### config.mk
export PLATFORM = sky130hd
export DESIGN_NAME = hynoc_ni_packetizer
export DESIGN_NICKNAME = d
export VERILOG_FILES = /design/src/rtl/hynoc_ni_packetizer.sv
export SDC_FILE = /design/constraint.sdc
export NUM_CORES = 1
export LEC_CHECK = 0
export ABC_AREA = 1
export CAP_MARGIN = 0
export CORE_UTILIZATION = 47
export CTS_BUF_LIST = sky130_fd_sc_hd__clkbuf_8
export CTS_CLUSTER_DIAMETER = 60
export CTS_CLUSTER_SIZE = 8
export DETAILED_ROUTE_END_ITERATION = 8
export MAX_ROUTING_LAYER = met4
export PLACE_DENSITY = 0.86
export SLEW_MARGIN = 20
export SYNTH_ARGS = -nofsm -noshare
export SYNTH_HDL_FRONTEND = slang
export SYNTH_SLANG_ARGS = --single-unit
### constraint.sdc
create_clock -name ni_clk -period 1.9 [get_ports ni_clk]
set_clock_uncertainty 0.1 [all_clocks]
set_input_delay 0.38 -clock ni_clk [delete_from_list [all_inputs] [get_ports ni_clk]]
set_output_delay 0.38 -clock ni_clk [all_outputs]
set_load 0.005 [all_outputs]
### src/rtl/hynoc_ni_packetizer.sv
// Network-interface packetizer: command + payload stream in, router flits out.
// Header flits open a channel; a flit with the MSB set closes it.

module hynoc_ni_packetizer #(
  parameter int LOG2_FIFO_DEPTH = 5,
  parameter int PAYLOAD_WIDTH   = 32,
  parameter int FLIT_WIDTH      = PAYLOAD_WIDTH + 1,
  parameter int MAX_HEADERS     = 4,
  parameter int LEN_WIDTH       = 16
) (
  input  logic                                 ni_clk,
  input  logic                                 ni_arst_n,
  input  logic                                 cmd_valid,
  output logic                                 cmd_ready,
  input  logic [$clog2(MAX_HEADERS):0]         cmd_nb_headers,
  input  logic [MAX_HEADERS*PAYLOAD_WIDTH-1:0] cmd_headers,
  input  logic [LEN_WIDTH-1:0]                 cmd_length,
  input  logic                                 cmd_keep_open,
  input  logic                                 pld_valid,
  output logic                                 pld_ready,
  input  logic [PAYLOAD_WIDTH-1:0]             pld_data,
  output logic                                 egress_write,
  output logic [FLIT_WIDTH-1:0]                egress_data,
  input  logic [LOG2_FIFO_DEPTH:0]             egress_fifo_level,
  output logic                                 chan_open,
  output logic                                 busy
);

  localparam int NBW = $clog2(MAX_HEADERS) + 1;
  localparam int HW  = MAX_HEADERS * PAYLOAD_WIDTH;

  localparam logic [NBW-1:0] NB_ONE = NBW'(1);
  localparam logic [NBW-1:0] NB_MAX = NBW'(MAX_HEADERS);
  localparam logic [LEN_WIDTH-1:0] LEN_ONE = LEN_WIDTH'(1);
  localparam logic [LOG2_FIFO_DEPTH:0] SEND_LIM =
    (LOG2_FIFO_DEPTH+1)'((1 << LOG2_FIFO_DEPTH) - 2);

  typedef enum logic [1:0] {
    S_IDLE,
    S_HEADER,
    S_PAYLOAD,
    S_CLOSE
  } state_e;

  state_e                  state_q, state_d;
  logic                    rst_q;
  logic [HW-1:0]           hdr_q, hdr_d;
  logic [NBW-1:0]          nb_q, nb_d;
  logic [NBW-1:0]          idx_q, idx_d;
  logic [LEN_WIDTH-1:0]    len_q, len_d;
  logic [LEN_WIDTH-1:0]    cnt_q, cnt_d;
  logic                    keep_q, keep_d;
  logic                    wr_q, wr_d;
  logic [FLIT_WIDTH-1:0]   data_q, data_d;
  logic                    open_q, open_d;

  logic                    can_send;
  logic                    last;
  logic                    close;
  logic [NBW-1:0]          nb_in;
  logic [PAYLOAD_WIDTH-1:0] hdr_sel;

  assign can_send     = egress_fifo_level < SEND_LIM;
  assign last         = cnt_q == len_q - LEN_ONE;
  assign close        = last & ~keep_q;
  assign egress_write = wr_q;
  assign egress_data  = data_q;
  assign chan_open    = open_q;
  assign busy         = state_q != S_IDLE;

  always_comb begin
    nb_in = cmd_nb_headers;
    if (cmd_nb_headers == '0) begin
      nb_in = NB_ONE;
    end else if (cmd_nb_headers > NB_MAX) begin
      nb_in = NB_MAX;
    end
  end

  always_comb begin
    hdr_sel = '0;
    for (int i = 0; i < MAX_HEADERS; i++) begin
      if (idx_q == NBW'(i)) begin
        hdr_sel = hdr_q[i*PAYLOAD_WIDTH +: PAYLOAD_WIDTH];
      end
    end
  end

  always_comb begin
    state_d   = state_q;
    hdr_d     = hdr_q;
    nb_d      = nb_q;
    idx_d     = idx_q;
    len_d     = len_q;
    cnt_d     = cnt_q;
    keep_d    = keep_q;
    wr_d      = 1'b0;
    data_d    = data_q;
    open_d    = open_q;
    cmd_ready = 1'b0;
    pld_ready = 1'b0;

    unique case (state_q)
      S_IDLE: begin
        // rst_q holds off acceptance until one edge after reset release
        cmd_ready = rst_q;
        if (cmd_valid && rst_q) begin
          hdr_d  = cmd_headers;
          nb_d   = nb_in;
          len_d  = cmd_length;
          keep_d = cmd_keep_open;
          idx_d  = '0;
          cnt_d  = '0;
          if (!open_q) begin
            state_d = S_HEADER;
          end else if (cmd_length != '0) begin
            state_d = S_PAYLOAD;
          end else if (!cmd_keep_open) begin
            state_d = S_CLOSE;
          end
        end
      end

      S_HEADER: begin
        if (can_send) begin
          wr_d   = 1'b1;
          data_d = FLIT_WIDTH'({1'b0, hdr_sel});
          open_d = 1'b1;
          idx_d  = idx_q + NB_ONE;
          if (idx_q == nb_q - NB_ONE) begin
            if (len_q != '0) begin
              state_d = S_PAYLOAD;
            end else if (keep_q) begin
              state_d = S_IDLE;
            end else begin
              state_d = S_CLOSE;
            end
          end
        end
      end

      S_PAYLOAD: begin
        pld_ready = can_send;
        if (pld_valid && can_send) begin
          wr_d   = 1'b1;
          data_d = FLIT_WIDTH'({close, pld_data});
          cnt_d  = cnt_q + LEN_ONE;
          if (close) begin
            open_d = 1'b0;
          end
          if (last) begin
            state_d = S_IDLE;
          end
        end
      end

      S_CLOSE: begin
        if (can_send) begin
          wr_d    = 1'b1;
          data_d  = FLIT_WIDTH'({1'b1, {PAYLOAD_WIDTH{1'b0}}});
          open_d  = 1'b0;
          state_d = S_IDLE;
        end
      end

      default: begin
        state_d = S_IDLE;
      end
    endcase
  end

  always_ff @(posedge ni_clk or negedge ni_arst_n) begin
    if (!ni_arst_n) begin
      state_q <= S_IDLE;
      rst_q   <= 1'b0;
      hdr_q   <= '0;
      nb_q    <= '0;
      idx_q   <= '0;
      len_q   <= '0;
      cnt_q   <= '0;
      keep_q  <= 1'b0;
      wr_q    <= 1'b0;
      data_q  <= '0;
      open_q  <= 1'b0;
    end else begin
      state_q <= state_d;
      rst_q   <= 1'b1;
      hdr_q   <= hdr_d;
      nb_q    <= nb_d;
      idx_q   <= idx_d;
      len_q   <= len_d;
      cnt_q   <= cnt_d;
      keep_q  <= keep_d;
      wr_q    <= wr_d;
      data_q  <= data_d;
      open_q  <= open_d;
    end
  end

endmodule

**Yosys cells after proc, flatten, opt, wreduce, memory -nomap -nowiden**

Index checks and enable logic that the tools add are counted.

- Bits in registers: 205
- Input port bits: 190
- Output and inout port bits: 38
- Word-level logic and storage cells: 91

- $add $sub $neg: 4
- $lt $le $gt $ge: 2
- Eq/ne operators: 16
- Muxes and demuxes: 38
- Bitwise logic cells: 2
- Reductions and logical operators: 18

Operator list:

| operator | number |
|---|---|
| 2-to-1 mux 32 bit | 4 |
| 2-to-1 mux 33 bit | 3 |
| case mux 33 bit (3 select lines) | 1 |
| 2-to-1 mux 16 bit | 2 |
| case mux 16 bit (2 select lines) | 1 |
| nonzero test 16 bit | 2 |
| 2-to-1 mux 2 bit | 11 |
| adder 16 x 1 -> 16 bit, second input constant | 1 |
| == test 16 bit | 1 |
| subtractor 16 x 1 -> 16 bit, second input constant | 1 |
| != test 2 bit, second input constant | 7 |
| 2-to-1 mux 3 bit | 4 |
| 2-to-1 mux 1 bit | 8 |
| case mux 2 bit (4 select lines) | 1 |
| AND reduction 7 bit | 1 |
| == test 3 x 2 -> 1 bit, second input constant | 2 |
| logical NOT 3 bit | 2 |
| < comparator 6 x 5 -> 1 bit, second input constant | 1 |
| case mux 3 bit (2 select lines) | 1 |
| AND reduction 3 bit | 2 |
| nonzero test 2 bit | 3 |
| AND reduction 5 bit | 1 |
| == test 2 bit, second input constant | 2 |
| != test 4 bit, second input constant | 1 |
| 16 further kinds | 17 |

**Logic depth before layout (Yosys ltp)**

- Depth in word-level cells: 7
- Depth in mapped cells: 18
- Mapped depth without buffers: 18

**Least setup slack after synthesis**

Ideal clock, no wire load.

- Kind: register -> register
- From: register len_q[0]
- To: register state_q[1]
- Library setup time: 0.117 ns
- Arrival: 1.778 ns
- Required time: 1.683 ns
- Setup slack: -0.095 ns
- Cell stages (with the launch flop): 18
- Buffers on the path: 0
- Period minus slack after synthesis: 1.995 ns
- Cell sequence: dfrtp_1 -> inv_1 -> ha_1 -> nand3_4 -> nor2_8 -> nand2_4 -> inv_2 -> nand2_1 -> nand2_1 -> nand2_1 -> nor2_1 -> nand2_1 -> nor2_2 -> nand2_1 -> nand2_2 -> nand2_2 -> nand2_1 -> nand2_1

- Cells in the longest elaborated chain, start to end: 5
- Elaborated cells between the ends (all ways): 9
- Those cells by class: 1 x add/sub; 2 x eq/ne; 4 x mux; 2 x reduce/logical

Ends and longest elaborated chain:

| element | line | text |
|---|---|---|
| from (decl) | 50 | `logic [LEN_WIDTH-1:0] len_q, len_d;` |
| from (signal assigned) | 191 | `len_q <= len_d;` |
| branches (longest 5 deep; another with subtractor 16 x 1 -> 16 bit) | - |  |
| to (signal assigned) | 186 | `state_q <= state_d;` |
| to (decl) | 45 | `state_e state_q, state_d;` |

Parallel ways; which one is timed is not known. The select of a mux whose other input is x is not followed.
A chain may end at the register's enable or synchronous reset.

**Worst setup path in the final report**

- From: register len_q[4]
- To: register open_q (netlist: chan_open)

- Cells in the longest elaborated chain, start to end: 5

Ends and longest elaborated chain:

| element | line | text |
|---|---|---|
| subtractor 16 x 1 -> 16 bit | 64 | `assign last = cnt_q == len_q - LEN_ONE;` |
| == test 16 bit | 64 |  |
| AND 1 bit | 65 | `assign close = last & ~keep_q;` |
| != test 2 bit (no source line) | - |  |
| AND reduction 5 bit (no source line) | - |  |
| to (signal assigned) | 196 | `open_q <= open_d;` |
| to (decl) | 55 | `logic open_q, open_d;` |

Every way passes these cells.

==> results.json <==
{
  "violations": "setup timing",
  "io_pins": 228,
  "r2r_cells": 18,
  "drc_errors": 0,
  "placementRows": 53,
  "ys_ff_latch": 205,
  "ys_top_cells_by_area": "dfrtp_1, nand2_1, nand3_1, a21oi_1, o21ai_0",
  "antenna_found_initial": 1,
  "clkSinkCount": 205,
  "design_area_um2": 15300,
  "path_buf_inv": 3,
  "finalCritPeriodShare_pct": 111,
  "synthFlopType": "dfrtp_1",
  "slowest_delay_ns": 0.43,
  "min_period_ns": 2.11,
  "grt.total_usage_pct": 30.6,
  "path_common_cell": "nand2_1",
  "vias": 10400,
  "timing.rr.start": "len_q[4]",
  "start_util_pct": 48.0,
  "core_um2": 21000,
  "crit_start": "len_q[4]",
  "hold_viol_final": 0,
  "cts.clk_slew.worst_paths_ns": 0.07,
  "cp_max_fo": 4,
  "via_per_inst": 5.44,
  "final_util_pct": 72.8,
  "post-place-ws_ns": -0.380,
  "gp_congestion": 0.891,
  "routed_wirelength_um": 35000,
  "status": "finished with violations",
  "die_x_um": 149,
  "wl_per_cell_um": 18.3,
  "regToRegEndpoint": "chan_open",
  "initialDrtViolationCount": 837,
  "synth_edf_count": 0,
  "cts_tree": "yes",
  "hp-class": "in -> async",
  "synthArstFlopShare_pct": 100,
  "vdd_drop_max_mv": 0.831,
  "crit_type": "reg -> reg",
  "synth_area_leader_cell": "dfrtp_1",
  "cp.arrival_ns": 2.47,
  "max-clock-path-buffers": 3,
  "die_height_um": 149,
  "setup_violations": 36,
  "dp_hpwl_um": 21600,
  "place_area_um2": 13200,
  "crit_required_ns": 2.26,
  "synth_cells": 1319,
  "synth_cell_type_count": 35,
  "final_antenna_net_count": 0,
  "grt_overflow": 0,
  "htreeDepth": 1,
  "firstDrtPassIters": 5,
  "cp_top_family": "simple AND/OR/NAND/NOR gates",
  "yosysSeqAreaShare_pct": 50.9,
  "grt_pass1_vias": 10300,
  "r2r_slack_ns": -0.21,
  "crit_slowest_cell": "dfrtp_2",
  "fmax_mhz": 474,
  "leakagePower_nw": 7.58,
  "die_area_um2": 22100,
  "syn_avg_cell_area_um2": 7.65,
  "cts_inserted_buffers": 29,
  "syn2layout_area_growth_pct": 51.7,
  "cp.depth": 18,
  "drive_gt1_share_pct": 21.0,
  "finalSetupTns_ns": -2.47,
  "cts_root_buf": "clkbuf_8",
  "report.final.slew_viol_count": 0,
  "grt_max_degree": 54,
  "worst_slack_ns": -0.210,
  "netlist.area_leader.share_pct": 50.9,
  "nets": 1832,
  "rsz0062_at_grt": "true",
  "syn-cell-area_um2": 10100,
  "cp-end-kind": "flop",
  "clock_latency_ns": 0.58,
  "port_buffers": 226,
  "max_cap_violations": 0,
  "endpoint": "chan_open",
  "synth_nets": 1517,
  "critPathLaunchType": "flop",
  "crit_chain": "buf_6, nor2_4, nand2_2, nor2_4, buf_6, inv_2, nand2_2, nand2_1, nand2_1, nand2_1, nor2_1, nand2_1, nor2_2, nand3_1, nand2_1, nand2_1, nand2_1, nand2_1",
  "synth_warnings": 0,
  "grt_first_pass_wirelength_um": 51300,
  "powerDensity_nw_per_um2": 1590
}
[state kept, by name (all words and copies together) (netlist names)]
name          count
hdr_q           128
egress_data      33
cnt_q            16
len_q            16
idx_q             3
nb_q              3
state_q           2
chan_open         1
egress_write      1
keep_q            1
rst_q             1
[worst reg2reg max path, cell delays in order, from the launching register on]
cell and delay, ns:
dfrtp_2 0.43, buf_6 0.13, nor2_4 0.11, nand2_2 0.08, nor2_4 0.14, buf_6 0.12
inv_2 0.03, nand2_2 0.05, nand2_1 0.05, nand2_1 0.05, nand2_1 0.05, nor2_1 0.10
nand2_1 0.07, nor2_2 0.15, nand3_1 0.09, nand2_1 0.10, nand2_1 0.06, nand2_1 0.07
nand2_1 0.04
[where the power goes]
part	total, mW	switching [mW]	internal [mW]
Sequential	7.84	1.53	6.31
Combinational	13.4	7.32	6.05
Clock	3.06	1.66	1.40
Total	24.3	10.5	13.8
[per-layer routing]
metal	vias up	GRT usage [%]	wire, µm
met5	-	-	0
met4	0	16.4	2020
met3	126	4.91	2340
met2	480	50.1	17500
met1	4968	36.3	13200
li1	4820	-	-
[synth_stat cells, drive strengths merged (2+ instances only)]
master  number
nand2      571
o21a         3
clkbuf      37
nand3       91
nand4        9
o21ai       68
o211ai      29
dfrtp      205
ha           8
xnor2        5
inv         81
nor2        84
buf         29
a21oi       72
a31oi        2
nor3         7
nor4         2
xor2         9
[how the worst min path moves through the flow]
stage,start,end,slack (ns),cells past startpoint
floorplan,ni_arst_n,chan_open,-0.02,0
global placement,ni_arst_n,len_q[10],0.23,1
detailed placement,ni_arst_n,len_q[9],0.23,1
CTS,ni_arst_n,len_q[6],0.20,2
global route,ni_arst_n,len_q[9],0.23,2
finish,ni_arst_n,len_q[10],0.20,2
[cell type report]
type | count | area [µm²]
inverters | 81 | 324
fillers | 1471 | 5720
diodes | 2 | 5.00
flip-flops and latches | 205 | 5130
repair buffers | 350 | 3700
well taps | 275 | 344
clock buffers | 30 | 413
clock inverters | 2 | 15.0
multi-input cells | 967 | 5360
[kinds of logic after synthesis]
| kind of cell | after synthesis | synth area share, % |
|---|---|---|
| adder cells (fa/ha/maj) | 8 | 0.992 |
| buffers and inverters | 147 | 5.76 |
| AND/OR/NAND/NOR | 766 | 31.4 |
| XOR/XNOR | 14 | 1.22 |
| other | 1 | 0.0372 |
| flip-flops | 205 | 50.9 |
| AO/OA/AOI/OAI | 178 | 9.75 |
[stage by stage]
stage          hold WS (ns)  power (mW)  cells
2_1_floorplan       -0.0156        12.8   1319
3_3_place_gp          0.234        16.7   1823
3_5_place_dp          0.234        17.1   1823
4_1_cts               0.199        22.0   1889
5_1_grt               0.228        25.7   1911
6_report              0.201        24.3   1912
[timing repair]
action	4_1_cts	5_1_grt
hold endpoints to repair	52	0
buffers inserted	26	23
pin swaps	46	91
endpoints found under the setup margin	69	48
cloned	8	3
hold buffers	1	0
gates resized for setup	176	156
[cell usage in the layout (no fill, tap or decap), drive strengths merged, types with 2 or more instances in the layout]
cell | netlist | final
o21a | 3 | 3
o21ai | 68 | 68
clkbuf | 37 | 34
nand2 | 571 | 571
nor3 | 7 | 7
nor2 | 84 | 84
inv | 81 | 83
dlygate4sd2 | 0 | 35
o211ai | 29 | 29
a21oi | 72 | 72
clkdlybuf4s50 | 0 | 187
nand4 | 9 | 9
dfrtp | 205 | 205
buf | 29 | 123
a31oi | 2 | 2
nor4 | 2 | 2
xor2 | 9 | 9
xnor2 | 5 | 5
nand3 | 91 | 91
ha | 8 | 8
diode | 0 | 2
Power figures use the tool's default switching activity.
